--- config.mk ---
export PLATFORM = sky130hd
export DESIGN_NAME = pc_gen_multi_flat
export DESIGN_NICKNAME = d
export VERILOG_FILES = /design/src/rtl/pc_gen_multi_if.sv /design/src/rtl/pc_gen_multi.sv /design/src/flat_wrapper.sv
export SDC_FILE = /design/constraint.sdc
export NUM_CORES = 1
export LEC_CHECK = 0
export CAP_MARGIN = 30
export CORE_MARGIN = 1
export CORE_UTILIZATION = 51
export DETAILED_ROUTE_END_ITERATION = 10
export PLACE_DENSITY = 0.88
export SYNTH_ARGS = -nofsm -noshare
export SYNTH_HDL_FRONTEND = slang
export SYNTH_SLANG_ARGS = --single-unit
--- constraint.sdc ---
create_clock -name clk -period 4.27 [get_ports clk]
set_input_delay 0.427 -clock clk [delete_from_list [all_inputs] [get_ports clk]]
set_output_delay 0.427 -clock clk [all_outputs]
set_load 0.01 [all_outputs]
--- src/rtl/pc_gen_multi_if.sv ---
// Fetch-request channel between the PC generator and the fetch unit.
// The generator drives the request fields and the fetch unit drives ready.
interface pc_gen_multi_if #(
  parameter int XLEN = 64
);
  logic            valid;
  logic            ready;
  logic [XLEN-1:0] pc;
  logic            stale;
  logic            misalign;

  modport master (output valid, output pc, output stale, output misalign, input ready);
  modport slave  (input valid, input pc, input stale, input misalign, output ready);
endinterface

--- src/rtl/pc_gen_multi.sv ---
// Fetch-stage PC generator: holds the fetch PC, arbitrates prioritised redirect
// sources, and parks a redirect that arrives while the current request is stalled.
module pc_gen_multi #(
  parameter int              XLEN         = 64,
  parameter int              NUM_REDIRECT = 4,
  parameter logic [XLEN-1:0] RESET_PC     = 64'h8000_0000,
  parameter int              INST_BYTES   = 4
) (
  input  logic                                clk,
  input  logic                                resetn,
  input  logic [NUM_REDIRECT-1:0]             redirect_valid,
  input  logic [NUM_REDIRECT-1:0][XLEN-1:0]   redirect_pc,
  pc_gen_multi_if.master                      ireq,
  output logic [31:0]                         redirect_cnt
);

  localparam int SELW = (NUM_REDIRECT > 1) ? $clog2(NUM_REDIRECT) : 1;
  localparam int OFFW = $clog2(INST_BYTES);

  typedef enum logic [1:0] {
    ST_BOOT,
    ST_ISSUE,
    ST_REDIR_WAIT
  } state_t;

  state_t            r_state;
  state_t            w_state_nxt;
  logic [XLEN-1:0]   r_pc;
  logic [XLEN-1:0]   w_pc_nxt;
  logic [XLEN-1:0]   r_pend_pc;
  logic [XLEN-1:0]   w_pend_pc_nxt;
  logic [SELW-1:0]   r_pend_src;
  logic [SELW-1:0]   w_pend_src_nxt;
  logic [31:0]       r_redirect_cnt;
  logic [SELW-1:0]   w_sel;
  logic              w_any_redir;
  logic              w_take_new;
  logic              w_load;
  logic              w_valid;
  logic              w_stale;

  // Lowest index wins: scan from the top so the last hit is the highest priority.
  always_comb begin
    w_sel = '0;
    for (int i = NUM_REDIRECT - 1; i >= 0; i--) begin
      if (redirect_valid[i]) w_sel = SELW'(i);
    end
  end

  assign w_any_redir = |redirect_valid;
  assign w_take_new  = w_any_redir && (w_sel <= r_pend_src);

  // NOTE: every output of this block is defaulted first so no path leaves a latch.
  always_comb begin
    w_state_nxt    = r_state;
    w_pc_nxt       = r_pc;
    w_pend_pc_nxt  = r_pend_pc;
    w_pend_src_nxt = r_pend_src;
    w_load         = 1'b0;
    w_valid        = 1'b0;
    w_stale        = 1'b0;
    case (r_state)
      ST_BOOT: begin
        w_state_nxt = ST_ISSUE;
        if (w_any_redir) begin
          w_pc_nxt = redirect_pc[w_sel];
          w_load   = 1'b1;
        end
      end
      ST_ISSUE: begin
        w_valid = 1'b1;
        if (ireq.ready) begin
          if (w_any_redir) begin
            w_pc_nxt = redirect_pc[w_sel];
            w_stale  = 1'b1;
            w_load   = 1'b1;
          end else begin
            w_pc_nxt = r_pc + XLEN'(INST_BYTES);
          end
        end else if (w_any_redir) begin
          w_pend_pc_nxt  = redirect_pc[w_sel];
          w_pend_src_nxt = w_sel;
          w_state_nxt    = ST_REDIR_WAIT;
        end
      end
      ST_REDIR_WAIT: begin
        w_valid = 1'b1;
        w_stale = 1'b1;
        if (ireq.ready) begin
          w_pc_nxt    = w_take_new ? redirect_pc[w_sel] : r_pend_pc;
          w_load      = 1'b1;
          w_state_nxt = ST_ISSUE;
        end else if (w_take_new) begin
          w_pend_pc_nxt  = redirect_pc[w_sel];
          w_pend_src_nxt = w_sel;
        end
      end
      default: w_state_nxt = ST_BOOT;
    endcase
  end

  // NOTE: state registers use non-blocking assignments so all flops update together.
  always_ff @(posedge clk or negedge resetn) begin
    if (!resetn) begin
      r_state        <= ST_BOOT;
      r_pc           <= RESET_PC;
      r_pend_pc      <= '0;
      r_pend_src     <= '0;
      r_redirect_cnt <= '0;
    end else begin
      r_state    <= w_state_nxt;
      r_pc       <= w_pc_nxt;
      r_pend_pc  <= w_pend_pc_nxt;
      r_pend_src <= w_pend_src_nxt;
      if (w_load && (r_redirect_cnt != 32'hFFFF_FFFF)) r_redirect_cnt <= r_redirect_cnt + 32'd1;
    end
  end

  // valid depends only on registered state, so ready never reaches it combinationally.
  assign ireq.valid   = w_valid;
  assign ireq.stale   = w_stale;
  assign ireq.pc      = r_pc;
  assign redirect_cnt = r_redirect_cnt;

  generate
    if (OFFW == 0) begin : g_no_align
      assign ireq.misalign = 1'b0;
    end else begin : g_align
      assign ireq.misalign = |r_pc[OFFW-1:0];
    end
  endgenerate

endmodule

--- src/flat_wrapper.sv ---
// flat-port wrapper written by rule: the top's interface ports become plain ports
module pc_gen_multi_flat 
#(
  parameter int              XLEN         = 64,
  parameter int              NUM_REDIRECT = 4,
  parameter logic [XLEN-1:0] RESET_PC     = 64'h8000_0000,
  parameter int              INST_BYTES   = 4
)
  (clk, resetn, redirect_valid, redirect_pc, redirect_cnt, ireq_valid, ireq_pc, ireq_stale, ireq_misalign, ireq_ready);
  pc_gen_multi_if #(.XLEN(XLEN)) ireq_i ();
  input  logic clk;
  input  logic resetn;
  input  logic [NUM_REDIRECT-1:0] redirect_valid;
  input  logic [NUM_REDIRECT-1:0][XLEN-1:0] redirect_pc;
  output logic [31:0] redirect_cnt;
  output wire logic [$bits(ireq_i.valid)-1:0] ireq_valid;
  output wire logic [$bits(ireq_i.pc)-1:0] ireq_pc;
  output wire logic [$bits(ireq_i.stale)-1:0] ireq_stale;
  output wire logic [$bits(ireq_i.misalign)-1:0] ireq_misalign;
  input wire logic [$bits(ireq_i.ready)-1:0] ireq_ready;
  assign ireq_valid = ireq_i.valid;
  assign ireq_pc = ireq_i.pc;
  assign ireq_stale = ireq_i.stale;
  assign ireq_misalign = ireq_i.misalign;
  assign ireq_i.ready = ireq_ready;
  pc_gen_multi #(.XLEN(XLEN), .NUM_REDIRECT(NUM_REDIRECT), .RESET_PC(RESET_PC), .INST_BYTES(INST_BYTES)) u_core (.clk(clk), .resetn(resetn), .redirect_valid(redirect_valid), .redirect_pc(redirect_pc), .ireq(ireq_i), .redirect_cnt(redirect_cnt));
endmodule
==> impl_metrics.py <==
metrics = {
    "place": {
        "port_buffers": 361,
        "postPlaceCellArea_mm2": 0.0147,
        "gp_congestion": 0.895,
        "dp_hpwl_mm": 25.3,
    },
    "floorplanning": {
        "num_io_pins": 362,
        "start_util": 0.519,
        "rows": 53,
        "die_h_um": 148,
        "die-area_mm2": 0.0219,
        "design.core.area_mm2": 0.0210,
        "die_w_um": 148,
    },
    "routing": {
        "drt_iter0_markers": 812,
        "post_drt_via_cell_ratio": 6.25,
        "vias": 10400,
        "wl_per_cell_um": 21.0,
        "drt_first_pass_iters": 9,
        "drc": 0,
        "ant_nets": 0,
        "wl_mm": 34.9,
    },
    "clock_network": {
        "path_clk_slew_ns": 0.07,
        "cts_tree": "yes",
        "numCtsBuffers": 17,
        "clkLatencyLatePin_ns": 0.43,
        "ctsHtreeMaxLevel": 4,
        "cts_resized": 0,
        "root_buffer": "clkbuf_16",
        "clock_sinks": 164,
        "clockBufferDepth": 2,
    },
    "synthesis": {
        "synth_cell_types": 72,
        "avgSynthCellArea_um2": 10.4,
        "synth_ff_type": "dfrtp_1",
        "yosysSeqAreaShare": 0.378,
        "yosysTopAreaCell": "dfrtp_1",
        "synth.cell_area_mm2": 0.0109,
        "synth_edf_count": 0,
        "synth_top_cell_area_share": 0.375,
        "postSynthNetCount": 1314,
        "synthTopCellsByArea": "dfrtp_1, mux4_2, mux2_2, nand2_1, xnor2_1",
        "synth_common_cells": "dfrtp_1, nand2_1, mux2_2, o21ai_0, mux4_2",
        "ys.warnings.count": 0,
        "synthArstFlopShare": 1.00,
        "yosys_register_bits": 164,
        "yosysMostFrequentCell": "dfrtp_1",
        "syn_inst": 1043,
    },
    "sta": {
        "hold_ws_ns": 0.351,
        "setup-tns-final_ns": 0,
        "rsz0062_at_grt": "false",
        "relSlewSlack": 0.350,
        "drv_slew": 0,
        "post-route-min-period_ns": 3.26,
        "max_freq_mhz": 306,
        "fin_worst_skew_ns": 0.00991,
        "period_share": 0.764,
        "setup_viol": 0,
        "worst_pin_slew_ns": 0.969,
        "hold_viol": 0,
    },
    "grt": {
        "grt-ovfl-total": 0,
        "grt_max_degree": 102,
        "track_usage": 0.324,
        "grt_pass1_vias": 10300,
        "grt_antenna_before_repair": 1,
        "grt_pass1_wl_mm": 55.0,
    },
    "finish": {
        "drive_gt1_frac": 0.150,
        "final_core_util": 0.731,
        "design_area_mm2": 0.0153,
        "syn2layout_area_growth_pct": 40.9,
        "finalNetCount": 1641,
        "fill_cells": 1464,
    },
    "worst_setup_path": {
        "rr_worst_depth": 9,
        "reg2reg_from": "u_core.r_state[0]",
        "start_kind": "register",
        "worstPathMaxFanout": 15,
        "r2r_slack_ns": 1.01,
        "cp.arrival_ns": 3.63,
        "worstPathRequired_ns": 4.64,
        "endpoint_kind": "register",
        "r2r-end": "u_core.ireq.pc[38]",
        "worstSetupPathType": "register to register",
    },
    "pwr": {
        "p_leak_nw": 5.98,
        "ir_drop_mv": 0.353,
        "cellPowerDensity_mw_per_mm2": 608,
    },
    "run": {
        "drv_cap": 0,
    },
    "hold_path": {
        "hp-class": "input pin to asynchronous set/reset pin",
    },
    "status": {
        "status": "complete, no violations",
    },
}
-- timing repair --
item                      CTS  global route
hold buffers                0             1
hold endpoints to repair    0             3
buffers inserted            0             0
-- cell type report --
| type | instances | area, µm² | share of cell area |
|---|---|---|---|
| diodes | 1 | 2.50 | 0.000163 |
| repair buffers | 383 | 3850 | 0.251 |
| clock buffers | 19 | 453 | 0.0296 |
| inverters | 15 | 56.3 | 0.00368 |
| flip-flops and latches | 164 | 4110 | 0.268 |
| multi-input cells | 789 | 6360 | 0.415 |
| well taps | 275 | 344 | 0.0225 |
| clock inverters | 13 | 150 | 0.00980 |
-- sequential cells by signal (all words and copies together) (netlist names) --
signal               count
u_core.r_state           2
u_core.redirect_cnt     32
u_core.ireq.pc          64
u_core.r_pend_src        2
u_core.r_pend_pc        64
-- layer usage --
metal	share of wire	wire, µm	GRT usage	vias up
met5	0	0	0	-
met4	0.031	1080	0.127	0
met3	0.090	3140	0.0676	87
met2	0.50	17400	0.540	640
met1	0.38	13300	0.412	5024
li1	-	-	-	4620
-- logic make-up after synthesis --
kind of cell             count (synthesis)  share of synthesized area
AO/OA/AOI/OAI                          227                      0.136
XOR/XNOR                                71                     0.0572
AND/OR/NAND/NOR                        336                      0.160
flip-flops                             164                      0.378
buffers and inverters                   90                     0.0413
multiplexers                           147                      0.218
adder cells (fa/ha/maj)                  8                    0.00921
-- per-stage QoR --
stage,setup WS (ns),cells,power [mW]
final,1.01,1659,9.31
after CTS,1.15,1656,9.26
after global placement,0.824,1623,7.46
after floorplan,1.21,1043,5.66
after global routing,0.891,1659,9.84
after detailed placement,0.760,1624,7.66
-- layout by cell type, fill, tap and decap left out, types with 6 or more instances in the layout --
cell               n
o221ai_1           9
and2_1             9
and3_1            14
clkinv_4           6
and4_1            12
nor2_1            40
a221oi_1           6
nor2b_1            7
mux2_2            67
mux4_2            60
xnor2_1           48
nand3_1           41
nand4_1           31
a222oi_1           6
xor2_1            23
mux2i_1           16
a22oi_1           40
nand2_1          133
buf_4             16
o211ai_1           6
inv_1             15
nor3_1            17
a21oi_1           43
ha_1               8
o21ai_1           13
clkbuf_16         17
dfrtp_1          163
clkdlybuf4s50_1  360
o21ai_0           61
a31oi_1            7
-- worst max path at each step --
| stage | start | endpoint | slack [ns] | cells past startpoint |
|---|---|---|---|---|
| 2_1_floorplan | redirect_valid[1] | u_core.ireq.pc[3] | 1.21 | 12 |
| 4_1_cts | u_core.r_state[0] | u_core.ireq.pc[39] | 1.15 | 8 |
| 6_report | u_core.r_state[0] | u_core.ireq.pc[38] | 1.01 | 9 |
| 3_5_place_dp | redirect_valid[3] | u_core.ireq.pc[62] | 0.76 | 11 |
| 5_1_grt | u_core.r_state[0] | u_core.ireq.pc[38] | 0.89 | 9 |
| 3_3_place_gp | redirect_valid[3] | u_core.r_pend_pc[47] | 0.82 | 10 |
-- report_power, final --
group | switching (mW) | internal, mW
Clock | 0.654 | 0.900
Sequential | 0.738 | 2.23
Combinational | 2.50 | 2.28
-- critical path, cell delays in order, from the launching register on --
cell	delay (ns)
dfrtp_1	0.42
inv_1	0.08
ha_1	0.60
nor2_1	0.17
a211oi_4	0.19
nand2_1	0.39
nor2_1	0.81
a21oi_1	0.13
o21ai_0	0.25
a211o_1	0.14
(Power assumes the default switching activity.)
